--- src/rtl/multi_cycle_control.sv ---
// Multi-cycle sequencer for the MIPS-subset datapath: holds the instruction in IR,
// steps FETCH/DECODE/EXEC/MEM/WB and drives state-qualified control words and strobes.
module multi_cycle_control #(
    parameter int WAIT_TIMEOUT = 16,
    parameter int RETIRE_WIDTH = 32
) (
    input  logic                    clk,
    input  logic                    rst_n,
    input  logic [31:0]             im_rdata,
    input  logic                    im_ready,
    input  logic                    dm_ready,
    output logic                    im_req,
    output logic                    dm_req,
    output logic                    cw_pc_enable,
    output logic                    cw_im_enable,
    output logic [4:0]              cw_rf_read_addr1,
    output logic [4:0]              cw_rf_read_addr2,
    output logic [4:0]              cw_rf_write_addr,
    output logic [1:0]              cm_rf_write_data,
    output logic                    cm_alu_num2,
    output logic [2:0]              cw_npc_jump_mode,
    output logic                    cw_rf_write_enable,
    output logic [4:0]              cw_alu_op,
    output logic [2:0]              cw_ext_mode,
    output logic                    cw_dm_write_enable,
    output logic [2:0]              state,
    output logic                    illegal_instr,
    output logic                    retire,
    output logic [RETIRE_WIDTH-1:0] retire_count
);

    typedef enum logic [2:0] {
        FETCH  = 3'd0,
        DECODE = 3'd1,
        EXEC   = 3'd2,
        MEM    = 3'd3,
        WB     = 3'd4,
        HALT   = 3'd7
    } state_t;

    typedef enum logic [3:0] {
        I_NOP, I_ADDU, I_SUBU, I_LUI, I_ORI, I_LW, I_SW,
        I_BEQ, I_JAL, I_JR, I_JALR, I_UNKNOWN
    } instr_t;

    localparam logic [1:0] WD_ALU_RESULT     = 2'd0;
    localparam logic [1:0] WD_DM_READ_RESULT = 2'd1;
    localparam logic [1:0] WD_PC_ADD_4       = 2'd2;
    localparam logic       NUM2_RF           = 1'b0;
    localparam logic       NUM2_EXT          = 1'b1;
    localparam logic [2:0] JUMP_DISABLED     = 3'd0;
    localparam logic [2:0] JUMP_WHEN_EQUAL   = 3'd1;
    localparam logic [2:0] JUMP_JNUM         = 3'd2;
    localparam logic [2:0] JUMP_REG          = 3'd3;
    localparam logic [4:0] ALU_ADD           = 5'd0;
    localparam logic [4:0] ALU_SUB           = 5'd1;
    localparam logic [4:0] ALU_OR            = 5'd2;
    localparam logic [2:0] EXT_UNSIGNED      = 3'd0;
    localparam logic [2:0] EXT_PAD           = 3'd1;
    localparam logic [2:0] EXT_SIGNED        = 3'd2;

    localparam int WAIT_CW = (WAIT_TIMEOUT > 1) ? $clog2(WAIT_TIMEOUT) : 1;
    localparam logic [WAIT_CW-1:0] WAIT_LIMIT = WAIT_CW'((WAIT_TIMEOUT > 0) ? WAIT_TIMEOUT - 1 : 0);

    state_t               state_q;
    logic [31:0]          ir;
    logic [WAIT_CW-1:0]   wait_cnt;
    instr_t               instr;
    logic                 timeout_hit;
    logic                 active;
    logic                 exec_retire;
    logic                 sw_done;
    logic [4:0]           dec_wa;
    logic [1:0]           dec_wd;
    logic                 dec_num2;
    logic [2:0]           dec_jump;
    logic [4:0]           dec_alu;
    logic [2:0]           dec_ext;
    logic                 unused_shamt;

    assign unused_shamt = ^ir[10:6];

    always_comb begin
        instr = I_UNKNOWN;
        case (ir[31:26])
            6'h00: begin
                case (ir[5:0])
                    6'h00:   instr = I_NOP;
                    6'h21:   instr = I_ADDU;
                    6'h23:   instr = I_SUBU;
                    6'h08:   instr = I_JR;
                    6'h09:   instr = I_JALR;
                    default: instr = I_UNKNOWN;
                endcase
            end
            6'h0f:   instr = I_LUI;
            6'h0d:   instr = I_ORI;
            6'h23:   instr = I_LW;
            6'h2b:   instr = I_SW;
            6'h04:   instr = I_BEQ;
            6'h03:   instr = I_JAL;
            default: instr = I_UNKNOWN;
        endcase
    end

    always_comb begin
        dec_wa   = ir[20:16];
        dec_wd   = WD_ALU_RESULT;
        dec_num2 = NUM2_RF;
        dec_jump = JUMP_DISABLED;
        dec_alu  = ALU_OR;
        dec_ext  = EXT_UNSIGNED;
        case (instr)
            I_ADDU: begin dec_wa = ir[15:11]; dec_alu = ALU_ADD; end
            I_SUBU: begin dec_wa = ir[15:11]; dec_alu = ALU_SUB; end
            I_LUI:  begin dec_ext = EXT_PAD; dec_num2 = NUM2_EXT; end
            I_ORI:  dec_num2 = NUM2_EXT;
            I_LW: begin
                dec_wd   = WD_DM_READ_RESULT;
                dec_alu  = ALU_ADD;
                dec_ext  = EXT_SIGNED;
                dec_num2 = NUM2_EXT;
            end
            I_SW: begin dec_alu = ALU_ADD; dec_ext = EXT_SIGNED; dec_num2 = NUM2_EXT; end
            I_BEQ:  dec_jump = JUMP_WHEN_EQUAL;
            I_JAL:  begin dec_wa = 5'd31; dec_wd = WD_PC_ADD_4; dec_jump = JUMP_JNUM; end
            I_JALR: begin dec_wa = ir[15:11]; dec_wd = WD_PC_ADD_4; dec_jump = JUMP_REG; end
            I_JR:   dec_jump = JUMP_REG;
            default: ;
        endcase
    end

    // Decoded selects only leave their defaults once IR holds the current instruction.
    assign active           = (state_q == DECODE) || (state_q == EXEC) ||
                              (state_q == MEM) || (state_q == WB);
    assign cw_rf_write_addr = active ? dec_wa   : ir[20:16];
    assign cm_rf_write_data = active ? dec_wd   : WD_ALU_RESULT;
    assign cm_alu_num2      = active ? dec_num2 : NUM2_RF;
    assign cw_npc_jump_mode = active ? dec_jump : JUMP_DISABLED;
    assign cw_alu_op        = active ? dec_alu  : ALU_OR;
    assign cw_ext_mode      = active ? dec_ext  : EXT_UNSIGNED;
    assign cw_rf_read_addr1 = ir[25:21];
    assign cw_rf_read_addr2 = ir[20:16];

    assign exec_retire = (state_q == EXEC) &&
                         (instr == I_BEQ || instr == I_JR || instr == I_NOP ||
                          instr == I_UNKNOWN || instr == I_JAL || instr == I_JALR);
    assign sw_done     = (state_q == MEM) && dm_ready && (instr == I_SW);

    assign im_req             = (state_q == FETCH);
    assign cw_im_enable       = im_req;
    assign dm_req             = (state_q == MEM);
    assign retire             = exec_retire || sw_done || (state_q == WB);
    assign cw_pc_enable       = retire;
    assign cw_dm_write_enable = sw_done;
    assign cw_rf_write_enable = (state_q == WB) ||
                                ((state_q == EXEC) && (instr == I_JAL || instr == I_JALR));
    assign illegal_instr      = (state_q == EXEC) && (instr == I_UNKNOWN);
    assign state              = state_q;

    // A ready seen in the would-be timeout cycle takes priority over halting.
    assign timeout_hit = (WAIT_TIMEOUT != 0) && (wait_cnt == WAIT_LIMIT);

    always_ff @(posedge clk or negedge rst_n) begin
        if (!rst_n) begin
            state_q      <= FETCH;
            ir           <= '0;
            wait_cnt     <= '0;
            retire_count <= '0;
        end else begin
            if (retire)
                retire_count <= retire_count + RETIRE_WIDTH'(1);
            wait_cnt <= '0;
            case (state_q)
                FETCH: begin
                    if (im_ready) begin
                        ir      <= im_rdata;
                        state_q <= DECODE;
                    end else if (timeout_hit) begin
                        state_q <= HALT;
                    end else begin
                        wait_cnt <= wait_cnt + WAIT_CW'(1);
                    end
                end
                DECODE: state_q <= EXEC;
                EXEC: begin
                    case (instr)
                        I_ADDU, I_SUBU, I_LUI, I_ORI: state_q <= WB;
                        I_LW, I_SW:                   state_q <= MEM;
                        default:                      state_q <= FETCH;
                    endcase
                end
                MEM: begin
                    if (dm_ready)
                        state_q <= (instr == I_LW) ? WB : FETCH;
                    else if (timeout_hit)
                        state_q <= HALT;
                    else
                        wait_cnt <= wait_cnt + WAIT_CW'(1);
                end
                WB:      state_q <= FETCH;
                HALT:    state_q <= HALT;
                default: state_q <= FETCH;
            endcase
        end
    end

endmodule

--- config.mk ---
export PLATFORM = sky130hd
export DESIGN_NAME = multi_cycle_control
export DESIGN_NICKNAME = d
export VERILOG_FILES = /design/src/rtl/multi_cycle_control.sv
export SDC_FILE = /design/constraint.sdc
export NUM_CORES = 1
export LEC_CHECK = 0
export CAP_MARGIN = 25
export CELL_PAD_IN_SITES_DETAIL_PLACEMENT = 1
export CELL_PAD_IN_SITES_GLOBAL_PLACEMENT = 1
export CORE_MARGIN = 5
export CORE_UTILIZATION = 53
export DETAILED_ROUTE_END_ITERATION = 10
export DONT_BUFFER_PORTS = 1
export PLACE_DENSITY_LB_ADDON = 0.1
export SYNTH_ARGS = -nofsm -noshare
export SYNTH_HDL_FRONTEND = slang
export SYNTH_SLANG_ARGS = --single-unit
--- constraint.sdc ---
create_clock -name clk -period 7 [get_ports clk]
set_input_delay 1.4 -clock clk [delete_from_list [all_inputs] [get_ports clk]]
set_output_delay 1.4 -clock clk [all_outputs]
set_load 0.05 [all_outputs]
Word level (Yosys, flattened, before mapping). Index checks and enable logic that the tools add are counted. Widths: inputs -> output; s select.

$add $sub $neg: 2. Equal/unequal tests: 27. Muxes and demuxes: 24. Reductions and logical operators: 29.

Operators with widths (number): $add 32x1->32 const B (1); $pmux 4 s7 (1); $eq 6x4->1 const B (4); $eq 6x6->1 const B (4); $eq 4x4->1 const B (5); $pmux 4 s5 (1); $mux 3 (6); $eq 4x3->1 const B (4); $pmux 3 s5 (1); $logic_not 6->1 (2); $logic_or 1x1->1 (12); $mux 4 (3); $pmux 2 s2 (3); $mux 5 (2); $pmux 5 s2 (1); $eq 4x2->1 const B (2); $pmux 4 s2 (1); $reduce_or 4->1 (2); $eq 3x2->1 const B (2); $eq 3x3->1 const B (2); $eq 6x2->1 const B (1); $eq 6x3->1 const B (1); $pmux 2 s3 (1); $pmux 3 s2 (1); other kinds (11) (19).

Register bits after elaboration: 71. Logic and storage cells: 86.

Depth between registers and ports, before layout. Gate-level depths: netlist of the first run.

Depth in word-level cells: 12. Depth in mapped cells: 9. Gate-level depth less buffers: 6.

Worst setup path before layout of the first run. No wires, ideal clock.

Path kind: register to output. Start: register ir[29]. End: output port illegal_instr. Arrival time: 3070 ps. Required time: 5600 ps. Slack: 2530 ps. Cell stages (with the launch flop): 7. Path buffers: 1. Path through: dfrtp_1 buf_6 nor4_4 nor3b_4 a21oi_1 o21a_1 nor4b_1.

Word-level cells in the longest chain between the ends: 4. Elaborated cells between the ends (all ways): 10. Those cells by class: eq/ne (7); mux (1); reduce/logical (2).

RTL lines: start: declaration (RTL line 66) `logic [31:0] ir;`; start signal: assignment (RTL line 177) `ir <= im_rdata;`; $eq 6x2->1 (tied with other cells) (RTL line 85) `case (ir[31:26])`; $pmux 4 s7 (*) (RTL line 85); $eq 4x4->1 (*) (RTL line 158) `assign illegal_instr = (state_q == EXEC) && (instr == I_UNKNOWN);`; $logic_and 1x1->1 (*) (RTL line 158); end: declaration (RTL line 27) `output logic illegal_instr,`.

Every way passes the cells marked *; elsewhere a longest branch is shown, timed or not.

Worst setup path in the final report of the first run.
Start: register state_q[1], in the netlist state[1]. End: output port retire.

Word-level cells in the longest chain between the ends: 5. Elaborated cells between the ends (all ways): 8. Those cells by class: eq/ne (3); reduce/logical (5).

RTL lines: start: declaration (RTL line 65) `state_t state_q;`; start signal: assignment (RTL line 195) `state_q <= (instr == I_LW) ? WB : FETCH;`; $eq 3x2->1; named net dm_req (RTL line 13) `output logic dm_req,`; $logic_and 1x1->1 (2 in series) (RTL line 148) `assign sw_done = (state_q == MEM) && dm_ready && (instr == I_SW);`; $logic_or 1x1->1 (2 in series) (RTL line 153) `assign retire = exec_retire || sw_done || (state_q == WB);`; end: declaration (RTL line 28) `output logic retire,`.

The timed path passes the listed nets, and every way through them passes these cells.

==> flow_summary.json, run 1 <==
{
  "placed_area_um2": 3840,
  "cts_tree": "done",
  "setup.worst_path.end": "retire",
  "cts_root_buf": "clkbuf_8",
  "syn_to_final_growth_pct": 4.98,
  "crit_chain": "nor2b_1 > and2_1 > nand3_2 > a2bb2oi_4 > buf_4 > nand2_1",
  "postSynthAreaPerCell_um2": 10.8,
  "cts_buffers": 9,
  "tightest_slew_ps": 1050,
  "status": "finished, final reports clean",
  "criticalPathCategory": "reg2out",
  "io_buffers": 0,
  "power.leakage_uw": 0.00145,
  "core_um2": 7180,
  "num_antenna_cells": 0,
  "dieHeight_um": 95.5,
  "cp_slowest_cell": "nand2_1",
  "viasPerCell": 5.97,
  "reg2reg_depth": 7,
  "clock-sinks": 66,
  "die_area_um2": 9120,
  "wl_per_cell_um": 19.2,
  "grt_pass1_wl_um": 14200,
  "yosys_register_bits": 66,
  "grt_start_max_net_pins": 67,
  "rrSetupSlack_ps": 3320,
  "max_freq_mhz": 205,
  "hold_viol": 0,
  "ys_seq_area_share_pct": 42.6,
  "insertion_delay_ps": 340,
  "start_util_pct": 54.0,
  "ys_warn_count": 0,
  "final_cell_area_um2": 4070,
  "fp.dieW_um": 95.5,
  "h-tree-depth": 3,
  "synthTopCellsByArea": "dfrtp_1 43%, mux2_2 9.0%, xor2_1 6.1%, a2111oi_2 5.4%, buf_4 3.5%",
  "async_flop_share_pct": 100,
  "clkSlewWorstSetupHoldPaths_ps": 70,
  "yosys.area.top_type": "dfrtp_1",
  "post_cts_resized": 0,
  "synth_edf_count": 0,
  "postRouteAntennaNets": 0,
  "relSlewSlack_pct": 30.3,
  "num_vias": 2680,
  "post-route-util_pct": 56.7,
  "fin_skew_ps": 11.6,
  "synth_area_um2": 3870,
  "ys_types": 62,
  "drc": 0,
  "reg2reg_to": "retire_count[1]$_DFFE_PN0P_",
  "yosys-top-cells-count": "66 x dfrtp_1, 31 x mux2_2, 27 x xor2_1",
  "synth_cells": 357,
  "grt_overflow_total": 0,
  "ys.flop_type": "dfrtp_1",
  "required_ps": 5600,
  "rr_startpoint": "state[1]$_DFF_PN0_",
  "cts_setup_buffers": 0,
  "nets": 383,
  "rsz0062_at_grt": "false",
  "drt_iter0_drc": 80,
  "placementRows": 31,
  "grt_pass1_vias": 2769,
  "io_pins": 108,
  "synth.most_common_cell": "dfrtp_1",
  "final_layout_size_suffix_gt1_share_pct": 22.9,
  "fin_crit_sh_pct": 69.8,
  "clockBufferDepth": 2,
  "antenna_found_initial": 0,
  "dp.final_hpwl_um": 5940,
  "finalSetupTns_ps": 0,
  "cp-startpoint": "state[1]$_DFF_PN0_",
  "hold_path_class": "reg2reg",
  "routabilityCongestion": 0.751,
  "report.power.total_uw": 2040,
  "fin_worst_hold_slack_ps": 498,
  "powerDensity_nw_per_um2": 501,
  "cts_hold_buf": 0,
  "worst_setup_path_end_kind": "primary output",
  "vdd_ir_drop_max_uv": 299,
  "yosysTopAreaCellShare_pct": 42.6,
  "drtPass1Iterations": 6,
  "min_period_ps": 4880,
  "worst_path_largest_cell_delay_ps": 780,
  "max_cap_violations": 0,
  "setup_violations": 0,
  "slew_viol_final": 0,
  "worstPathMaxFanout": 31,
  "crit_arrival_ps": 3480,
  "track_usage_pct": 20.0,
  "wl_um": 8640,
  "start_kind": "flop"
}
flip-flops by register name (all words and copies together) (netlist names):
signal,count
retire_count,32
ir,27
state,3
wait_cnt,4
layout make-up:
cell class	count	area (um2)
Clock buffer	11	131
Fill cell	774	3110
Clock inverter	5	78.8
Sequential cell	66	1650
Multi-Input combinational cell	248	1970
Tap cell	99	124
Timing Repair Buffer	8	67.6
Inverter	12	45.0
through the flow:
stage | setup slack [ps] | std cells
after global routing | 1940 | 449
after floorplan | 2530 | 361
final | 2120 | 449
after CTS | 2080 | 448
after detailed placement | 2450 | 432
after global placement | 2480 | 432
placed cells by master, fill, tap and decap left out, types with 5 or more instances in the layout:
cell,count
a2111oi_2,14
clkbuf_8,9
o21ai_0,7
mux2_2,31
conb_1,5
buf_4,7
xnor2_1,6
dfrtp_1,66
nor3_1,12
a211oi_1,9
xor2_1,27
nand3_1,14
nor2_1,11
nand2_1,22
nand2b_1,10
a21oi_1,16
nand4_1,6
inv_1,12
critical path, delay by kind of cell (launching register included):
| kind | cells | cell delay, ps |
|---|---|---|
| buffers and inverters | 1 | 290 |
| flip-flops | 1 | 760 |
| AND/OR/NAND/NOR | 4 | 1910 |
| AO/OA/AOI/OAI | 1 | 170 |
layer usage:
layer,vias up,routed length [um],track usage (%)
li1,1258,-,-
met1,1355,3800,26.8
met2,56,4240,31.4
met3,11,477,5.05
met4,0,119,7.23
met5,-,0,0
how the worst min path moves through the flow:
stage / from / to / slack (ps) / cells past startpoint
2_1_floorplan: wait_cnt[3]$_DFF_PN0_ / wait_cnt[3]$_DFF_PN0_ / 450 / 1
3_3_place_gp: wait_cnt[3]$_DFF_PN0_ / wait_cnt[3]$_DFF_PN0_ / 470 / 1
3_5_place_dp: wait_cnt[3]$_DFF_PN0_ / wait_cnt[3]$_DFF_PN0_ / 490 / 1
4_1_cts: wait_cnt[3]$_DFF_PN0_ / wait_cnt[3]$_DFF_PN0_ / 500 / 1
5_1_grt: ir[15]$_DFFE_PN0P_ / ir[15]$_DFFE_PN0P_ / 530 / 1
6_report: ir[14]$_DFFE_PN0P_ / ir[14]$_DFFE_PN0P_ / 500 / 1
cells by family after synthesis:
kind of cell,count (synthesis),synth area share (%)
xor gates and xnor gates,33,7.46
adders and majority gates,2,0.646
muxes,31,9.01
buffers and inverters,47,7.40
DFF,66,42.6
and+or+nand+nor,108,16.1
AOI/OAI and AO/OA,69,16.6
other,1,0.0968
power breakdown:
part	internal, uW	switching (uW)
registers	498	414
logic	276	504
clock network	200	146
total	974	1060
Note: power is estimated with default switching activity, not from simulation.
==> run 2, diff against run 1 <==
--- a/config.mk
+++ b/config.mk
@@ -9,7 +9,7 @@
 export CELL_PAD_IN_SITES_DETAIL_PLACEMENT = 1
 export CELL_PAD_IN_SITES_GLOBAL_PLACEMENT = 1
 export CORE_MARGIN = 5
-export CORE_UTILIZATION = 53
+export CORE_UTILIZATION = 44
 export DETAILED_ROUTE_END_ITERATION = 10
 export DONT_BUFFER_PORTS = 1
 export PLACE_DENSITY_LB_ADDON = 0.1
==> constraint.sdc (replaced) <==
create_clock -name clk -period 4 [get_ports clk]
set_input_delay 0.8 -clock clk [delete_from_list [all_inputs] [get_ports clk]]
set_output_delay 0.8 -clock clk [all_outputs]
set_load 0.05 [all_outputs]
==> flow_summary.json, run 2 (synthesis results as in run 1) <==
{
  "dp_cells": 451,
  "io_pins": 108,
  "worst_setup_path_end_kind": "primary output",
  "dieHeight_um": 104,
  "setup_violations": 0,
  "cp_slowest_cell": "dfrtp_1",
  "hold_viol": 0,
  "max_freq_mhz": 266,
  "fp.dieW_um": 104,
  "drc": 0,
  "status": "finished, final reports clean",
  "core_um2": 8640,
  "grt_overflow_total": 0,
  "critPathBufInv": 0,
  "reg_top3": "retire_count (32), ir (27), wait_cnt (4)",
  "dp.final_hpwl_um": 6400,
  "powerDensity_nw_per_um2": 872,
  "drt_iter0_drc": 123,
  "insertion_delay_ps": 330,
  "rr_startpoint": "state[1]$_DFF_PN0_",
  "report.power.total_uw": 3600,
  "clock-sinks": 66,
  "largest_reg_flops": 32,
  "track_usage_pct": 17.0,
  "placed_area_um2": 3930,
  "slew_viol_final": 0,
  "drtPass1Iterations": 4,
  "wl_um": 9060,
  "viasPerCell": 5.76,
  "num_antenna_cells": 0,
  "fin_cells": 467,
  "min_period_ps": 3760,
  "vdd_ir_drop_max_uv": 463,
  "io_buffers": 0,
  "power.leakage_uw": 0.00149,
  "postRouteAntennaNets": 0,
  "largest-register": "retire_count",
  "max_cap_violations": 0,
  "layout_common_cells": "66 x dfrtp_1, 31 x mux2_2, 27 x xor2_1, 22 x nand2_1, 17 x buf_4",
  "cts_root_buf": "clkbuf_8",
  "grt_start_max_net_pins": 67,
  "fin_crit_sh_pct": 94.1,
  "criticalPathCategory": "reg2out",
  "reg2reg_to": "retire_count[9]$_DFFE_PN0P_",
  "rrSetupSlack_ps": 1230,
  "final_cell_area_um2": 4130,
  "wl_per_cell_um": 19.4,
  "tightest_slew_ps": 891,
  "h-tree-depth": 3,
  "critPathTopFamily": "compound AO/OA/AOI/OAI gates",
  "final_common_cell": "dfrtp_1",
  "fin_skew_ps": 15.3,
  "required_ps": 3200,
  "die_area_um2": 10800,
  "grt_pass1_vias": 2862,
  "hold_path_class": "in2async",
  "cts_setup_buffers": 0,
  "relSlewSlack_pct": 40.4,
  "cts_buffers": 9,
  "grt_pass1_wl_um": 15200,
  "reg2reg_depth": 7,
  "routabilityCongestion": 0.784,
  "start_util_pct": 44.8,
  "antenna_found_initial": 0,
  "cts_tree": "done",
  "num_vias": 2690,
  "worst_path_largest_cell_delay_ps": 520,
  "syn_to_final_growth_pct": 6.59,
  "placementRows": 34,
  "clockBufferDepth": 2,
  "crit_arrival_ps": 2960,
  "crit_chain": "nor4_1 > a211oi_1 > a211o_2 > nor3b_1 > o2111ai_2 > mux2_2",
  "worstPathMaxFanout": 11,
  "finalSetupTns_ps": 0,
  "final_layout_size_suffix_gt1_share_pct": 25.3,
  "nets": 392,
  "start_kind": "flop",
  "clkSlewWorstSetupHoldPaths_ps": 70
}
-- run 2: metrics by stage --
stage / utilization [%] / worst slack, ps / hold slack (ps)
floorplan: - / 130 / 452
global placement: 45.5 / 463 / 477
detailed placement: 45.5 / 391 / 487
CTS: 47.7 / 9.12 / 133
global route: 47.8 / -20.1 / 127
finish: 47.8 / 236 / 161
-- run 2: worst max-delay path by stage --
stage,from,end,slack [ps],cells after the start
finish,ir[26]$_DFFE_PN0P_,cw_rf_write_addr[2],240,6
floorplan,ir[29]$_DFFE_PN0P_,illegal_instr,130,6
global route,ir[26]$_DFFE_PN0P_,cw_rf_write_addr[2],-20,6
CTS,ir[29]$_DFFE_PN0P_,cw_rf_write_addr[2],9,6
global placement,ir[29]$_DFFE_PN0P_,cw_rf_write_addr[4],460,6
detailed placement,ir[29]$_DFFE_PN0P_,cw_rf_write_addr[2],390,6
-- run 2: worst reg2reg max path: cells and delay by family, from the launching register on --
kind                   cells  cell delay (ps)
buffers and inverters      1              300
AND/OR/NAND/NOR            3              760
flip-flops                 1              770
XOR/XNOR                   1              180
AO/OA/AOI/OAI              2              680
-- run 2: report_power, final --
| group | internal [uW] | total, uW | leakage [uW] | switching, uW |
|---|---|---|---|---|
| registers | 872 | 1580 | 0.000737 | 703 |
| clock network | 303 | 561 | 0.000103 | 258 |
| logic | 525 | 1460 | 0.000654 | 939 |
| total | 1700 | 3600 | 0.00149 | 1900 |
-- run 2: final cells by class --
class                      instances  area, um2
fill                             964       4510
multi-input combinational        248       1970
sequential                        66       1650
clock buffer                      11        141
tap                              108        135
timing repair buffer              17        128
clock inverter                     5       53.8
inverter                          12       45.0
-- run 2: what timing repair did --
item | in CTS | in global routing
hold endpoints to repair | 0 | 0
gates resized for setup | 0 | 1
setup endpoints to repair | 0 | 5
hold buffers | 0 | 0
-- run 2: layer usage --
metal | GRT usage, % | up-vias | share of wire, %
met2 | 27.3 | 61 | 47
met4 | 4.72 | 0 | 0.94
met1 | 22.2 | 1357 | 46
li1 | - | 1265 | -
met5 | 0 | - | 0
met3 | 5.22 | 7 | 6.1
